## src/rtl/alu_arbiter.sv

```systemverilog
// Round-robin arbiter that shares one combinational ALU between two requesters.
// Each port has its own registered one-entry response slot.
`timescale 1ns/1ps
`ifndef XLEN
`define XLEN 32
`endif
`ifndef ALUOPS
`define ALUOPS 4
`endif
`ifndef ADD
`define ADD 4'd0
`endif

module alu_arbiter (
  input  logic               i_clk,
  input  logic               i_rst_n,
  input  logic               i_req0_valid,
  output logic               o_req0_ready,
  input  logic [`ALUOPS-1:0] i_req0_op,
  input  logic [`XLEN-1:0]   i_req0_data_1,
  input  logic [`XLEN-1:0]   i_req0_data_2,
  output logic               o_rsp0_valid,
  input  logic               i_rsp0_ready,
  output logic [`XLEN-1:0]   o_rsp0_result,
  input  logic               i_req1_valid,
  output logic               o_req1_ready,
  input  logic [`ALUOPS-1:0] i_req1_op,
  input  logic [`XLEN-1:0]   i_req1_data_1,
  input  logic [`XLEN-1:0]   i_req1_data_2,
  output logic               o_rsp1_valid,
  input  logic               i_rsp1_ready,
  output logic [`XLEN-1:0]   o_rsp1_result,
  output logic [`ALUOPS-1:0] o_alu_op,
  output logic [`XLEN-1:0]   o_alu_data_1,
  output logic [`XLEN-1:0]   o_alu_data_2,
  input  logic [`XLEN-1:0]   i_alu_result,
  output logic               o_last_grant
);

  logic [1:0]       req_valid;
  logic [1:0]       rsp_ready;
  logic [1:0]       eligible;
  logic [1:0]       grant;
  logic [1:0]       rsp_valid_q, rsp_valid_d;
  logic [`XLEN-1:0] rsp_result_q [2];
  logic [`XLEN-1:0] rsp_result_d [2];
  logic             last_grant_q, last_grant_d;

  assign req_valid = {i_req1_valid, i_req0_valid};
  assign rsp_ready = {i_rsp1_ready, i_rsp0_ready};

  // A full slot that drains this cycle can accept a new request (no bubble).
  always_comb begin
    eligible = '0;
    if (i_rst_n) begin
      eligible = req_valid & (~rsp_valid_q | rsp_ready);
    end
  end

  always_comb begin
    grant = 2'b00;
    if (eligible == 2'b11) begin
      grant = last_grant_q ? 2'b01 : 2'b10;
    end else begin
      grant = eligible;
    end
  end

  always_comb begin
    o_alu_op     = `ADD;
    o_alu_data_1 = '0;
    o_alu_data_2 = '0;
    if (grant[0]) begin
      o_alu_op     = i_req0_op;
      o_alu_data_1 = i_req0_data_1;
      o_alu_data_2 = i_req0_data_2;
    end else if (grant[1]) begin
      o_alu_op     = i_req1_op;
      o_alu_data_1 = i_req1_data_1;
      o_alu_data_2 = i_req1_data_2;
    end
  end

  genvar gi;
  generate
    for (gi = 0; gi < 2; gi++) begin : g_slot
      always_comb begin
        rsp_valid_d[gi]  = rsp_valid_q[gi];
        rsp_result_d[gi] = rsp_result_q[gi];
        if (grant[gi]) begin
          rsp_valid_d[gi]  = 1'b1;
          rsp_result_d[gi] = i_alu_result;
        end else if (rsp_valid_q[gi] && rsp_ready[gi]) begin
          rsp_valid_d[gi] = 1'b0;
        end
      end
    end
  endgenerate

  always_comb begin
    last_grant_d = last_grant_q;
    if (grant[1]) begin
      last_grant_d = 1'b1;
    end else if (grant[0]) begin
      last_grant_d = 1'b0;
    end
  end

  always_ff @(posedge i_clk) begin
    if (!i_rst_n) begin
      rsp_valid_q     <= '0;
      rsp_result_q[0] <= '0;
      rsp_result_q[1] <= '0;
      last_grant_q    <= 1'b1;
    end else begin
      rsp_valid_q     <= rsp_valid_d;
      rsp_result_q[0] <= rsp_result_d[0];
      rsp_result_q[1] <= rsp_result_d[1];
      last_grant_q    <= last_grant_d;
    end
  end

  assign o_req0_ready  = grant[0];
  assign o_req1_ready  = grant[1];
  assign o_rsp0_valid  = rsp_valid_q[0];
  assign o_rsp1_valid  = rsp_valid_q[1];
  assign o_rsp0_result = rsp_result_q[0];
  assign o_rsp1_result = rsp_result_q[1];
  assign o_last_grant  = last_grant_q;

endmodule

```

## config.mk

```make
export PLATFORM = sky130hd
export DESIGN_NAME = alu_arbiter
export DESIGN_NICKNAME = d
export VERILOG_FILES = /design/src/rtl/alu_arbiter.sv
export SDC_FILE = /design/constraint.sdc
export NUM_CORES = 1
export LEC_CHECK = 0
export CORE_AREA = 2 2 120 122
export CTS_CLUSTER_DIAMETER = 120
export DETAILED_ROUTE_END_ITERATION = 10
export DIE_AREA = 0 0 122 124
export GPL_TIMING_DRIVEN = 0
export PLACE_DENSITY = 0.72
export SLEW_MARGIN = 20
export SYNTH_ARGS = -nofsm -noshare
export SYNTH_HDL_FRONTEND = slang
export SYNTH_SLANG_ARGS = --single-unit
export TNS_END_PERCENT = 1
```

## constraint.sdc

```tcl
create_clock -name i_clk -period 1.87 [get_ports i_clk]
set_input_delay 0.374 -clock i_clk [delete_from_list [all_inputs] [get_ports i_clk]]
set_output_delay 0.374 -clock i_clk [all_outputs]
set_load 0.02 [all_outputs]
```

==> implementation parameters <==
Parameter                              Value

Detailed routing
  Remaining routing DRC violations ... 0
  Number of antenna-violating nets in the routed design ... 0
  Wirelength per Cell ... roughly 18 um
  Initial DRC count ... 180
  Total via count in the routed design ... ~4900
  Detailed-router iteration count before antenna repair ... 4
  Post-DR vias/cell ... 4.82
  Final wirelength ... approximately 19 mm

Cells and area
  Growth of design area from synthesis to finish ... 129%
  Diode count ... 0
  Net count reported at finish ... 997
  Final design area excluding fillers ... about 8300 um^2
  Fill count ... 1200
  Fraction of layout instances using a drive strength above 1 ... between 20 and 25%

Logic synthesis
  Leading cell type by number of instances after synthesis ... nand2_1
  Flop and latch count out of synthesis ... 67
  Top FF cell, synth ... dfxtp_1
  Portion of the post-synthesis area used by sequential elements ... a little under two fifths
  Count of synthesis-stage warnings from yosys ... 0
  Cell taking the most area after synthesis ... dfxtp_1
  Synthesized cell area ... 3640 um^2
  Async set-or-reset flop fraction in the synthesized netlist ... 0%
  Number of distinct standard cells referenced by the synthesized netlist ... 19
  Synth Area per Inst ... 7.35 um^2
  Count of flip-flops with a built-in enable after synthesis ... 0
  Net count after synthesis ... 670
  Proportion of netlist area held by the largest area contributor ... 36.8%
  Most area-consuming cells after synthesis ... dfxtp_1 37%, nand2_1 24%, mux2i_1 18%
  Synthesized instance count ... between 400 and 500
  Synth cell count leaders ... 232 x nand2_1, 68 x o22ai_1, 67 x dfxtp_1

Power
  Worst ir drop on vdd ... just under 0.0004 V
  Sw Ratio ... between 30% and 40%
  Net Sw Power ... around 1.7 mW
  Power Internal ... roughly 3.6 mW
  Power share of the clock group ... between 30% and 40%
  Pwr dens ... between 600 and 700 nW/um^2
  Reg power frac ... between 30% and 40%
  Leakage power total ... around 3.5 nW
  Share of total power in combinational logic ... 39.8%
  Total design power ... roughly 5.3 mW

Die
  Starting density of the core ... roughly a quarter
  Std-Cell Core Area ... around 14000 um^2
  Die outline area ... about 15000 um^2
  Std cell rows ... 43
  Die height ... 124 um
  Top-level port count ... just over 300
  Die Wd ... approximately 120 um

Worst setup path
  Register-to-register setup slack ... between 200 and 300 ps
  Start-to-end type of the worst setup path ... flip-flop to output port
  Reg2reg path depth ... 6
  Required time at the worst-slack endpoint ... 1500 ps
  Startpoint type of the worst setup path ... flip-flop
  Reg-to-Reg Start ... rsp_valid_q[0]
  Endpoint arrival time on the critical path ... 1850 ps
  Critical Path Start ... rsp_valid_q[0]
  Endpoint kind of the worst setup timing path ... output port
  Worst Path Max Fanout ... 5

Clocking
  Clock Sink Count ... 67
  TritonCTS clock tree ... done
  Maximum level of the CTS H-tree ... 3
  Max Root-Sink Buffers ... 2
  Count of hold buffers inserted by post-cts repair ... 0
  Cts bufs inserted ... 9
  Root cell of the clock tree ... clkbuf_16
  Reg clk slew, reported paths ... 60 ps
  Clock latency reported for the late side of the worst-skew pair ... between 300 and 400 ps

Timing
  Pins over their slew limit ... 0
  Final total negative setup slack ... -20820 ps
  Max transition margin ... approximately 60%
  Endpoints failing hold ... 0
  Final WS setup ... -353 ps
  Maximum achievable frequency ... around 0.45 GHz
  Post-layout min period ... between 2000 and 2500 ps
  Final count of negative-setup-slack endpoints ... 70
  Fin Clk Skew ... between 7 and 8 ps
  RSZ-0062 raised after global routing ... yes
  Pin slew with the least headroom to its limit ... about 600 ps
  Portion of the clock cycle consumed by the worst path in the final layout ... 119%

Place
  Number of input and output port buffers inserted ... ~310
  Area after detailed placement ... roughly 7400 um^2
  Final weighted congestion of routability-driven global placement ... ~0.95
  Detail Placement HPWL ... between 10 and 15 mm

Min path
  Worst min-delay path category ... input pin to flip-flop
  Worst hold path depth ... 3
  Hold Crit Start ... i_rsp0_ready

GRT
  Total congestion overflow after global routing ... 0
  Number of antenna violations at the first check in global routing ... 0
  Vias in the first global route ... around 4900
  Maximum number of pins on one net before global-route repair ... 15
  Total routing usage reported by global routing ... 22.1%
  Global-route wire length before repair ... 26.0 mm

Flow run
  # Max-Cap Violations ... 0

Status
  Violated checks ... setup timing
  Outcome ... complete, but fails checks
## repair_timing
item,in CTS,in global routing
endpoints found under the setup margin,70,70
setup buffers,3,1
cloned,0,4
pin swaps,2,34
gates resized for setup,450,74
## kinds of logic after synthesis
logic type      count (synthesis)  share of synthesized area, %
compound gates                 75                          12.8
buf+inv                        51                          7.59
flops                          67                          36.8
mux                            64                          17.6
simple gates                  239                          25.2
## power by group through the flow
stage	Clock [mW]	Combinational [mW]	Sequential [mW]
3_3_place_gp	0	1.80	1.61
5_1_grt	1.70	2.22	1.60
3_5_place_dp	0	1.82	1.62
6_report	1.60	2.11	1.59
2_1_floorplan	0	0.761	1.74
4_1_cts	1.64	1.94	1.59
## final timing paths
kind / end
hold reg to reg: rsp_result_q[0][46]
hold / removal: rsp_valid_q[0]
setup reg to reg: rsp_result_q[0][59]
setup / recovery: o_alu_data_2[5]
## cell usage in the layout, fill, tap and decap left out, types with 2 or more instances in the layout
cell / synthesis / routed
a21oi_1: 3 / 3
buf_12: 0 / 6
buf_16: 0 / 2
buf_2: 5 / 5
buf_4: 3 / 8
buf_6: 9 / 75
clkbuf_1: 26 / 13
clkbuf_16: 0 / 13
clkbuf_2: 0 / 10
clkbuf_4: 0 / 2
clkdlybuf4s50_1: 0 / 235
clkinvlp_4: 0 / 3
dfxtp_1: 67 / 66
dlymetal6s2s_1: 0 / 4
inv_1: 2 / 2
inv_6: 0 / 3
mux2i_1: 64 / 64
nand2_1: 232 / 232
nand2b_1: 2 / 2
o21ai_0: 2 / 2
o22ai_2: 0 / 31
o22ai_4: 0 / 37
## final cells by class
class | count | area (um^2) | share of cell area [%]
clock buffer | 9 | 225 | 2.70
inverter | 2 | 7.51 | 0.0901
clock inverter | 7 | 60.1 | 0.721
tap | 180 | 225 | 2.70
buffer | 48 | 422 | 5.06
timing repair buffer | 317 | 3310 | 39.8
multi-input combinational | 378 | 2740 | 32.9
sequential | 67 | 1340 | 16.1
## through the flow
stage	worst slack (ps)	hold slack (ps)	utilization (%)	instances
finish	-353	392	60.8	1008
global route	-412	437	60.8	1008
global placement	-1360	446	53.9	985
floorplan	-65.6	535	-	496
detailed placement	-1370	453	53.9	985
CTS	-456	461	57.6	1003
## flip-flops by register name, summed over array words and instances, names as in the netlist
name / flops
rsp_valid_q: 2
rsp_result_q: 64
o_last_grant: 1
## routing by layer
| layer | global-route usage (%) | share of wire (%) | up-vias |
|---|---|---|---|
| met5 | 0 | 0 | - |
| met4 | 6.97 | 2.4 | 0 |
| met3 | 6.27 | 6.8 | 38 |
| met2 | 40.4 | 51 | 196 |
| met1 | 24.7 | 39 | 2304 |
| li1 | - | - | 2323 |
## worst max-delay path, stage by stage (launching register included)
cell	delay (ps)
dfxtp_1	390
nand2b_4	80
a311o_1	350
buf_12	180
clkbuf_16	160
o22ai_2	210
buf_6	150
Note: power is estimated with default switching activity, not from simulation.
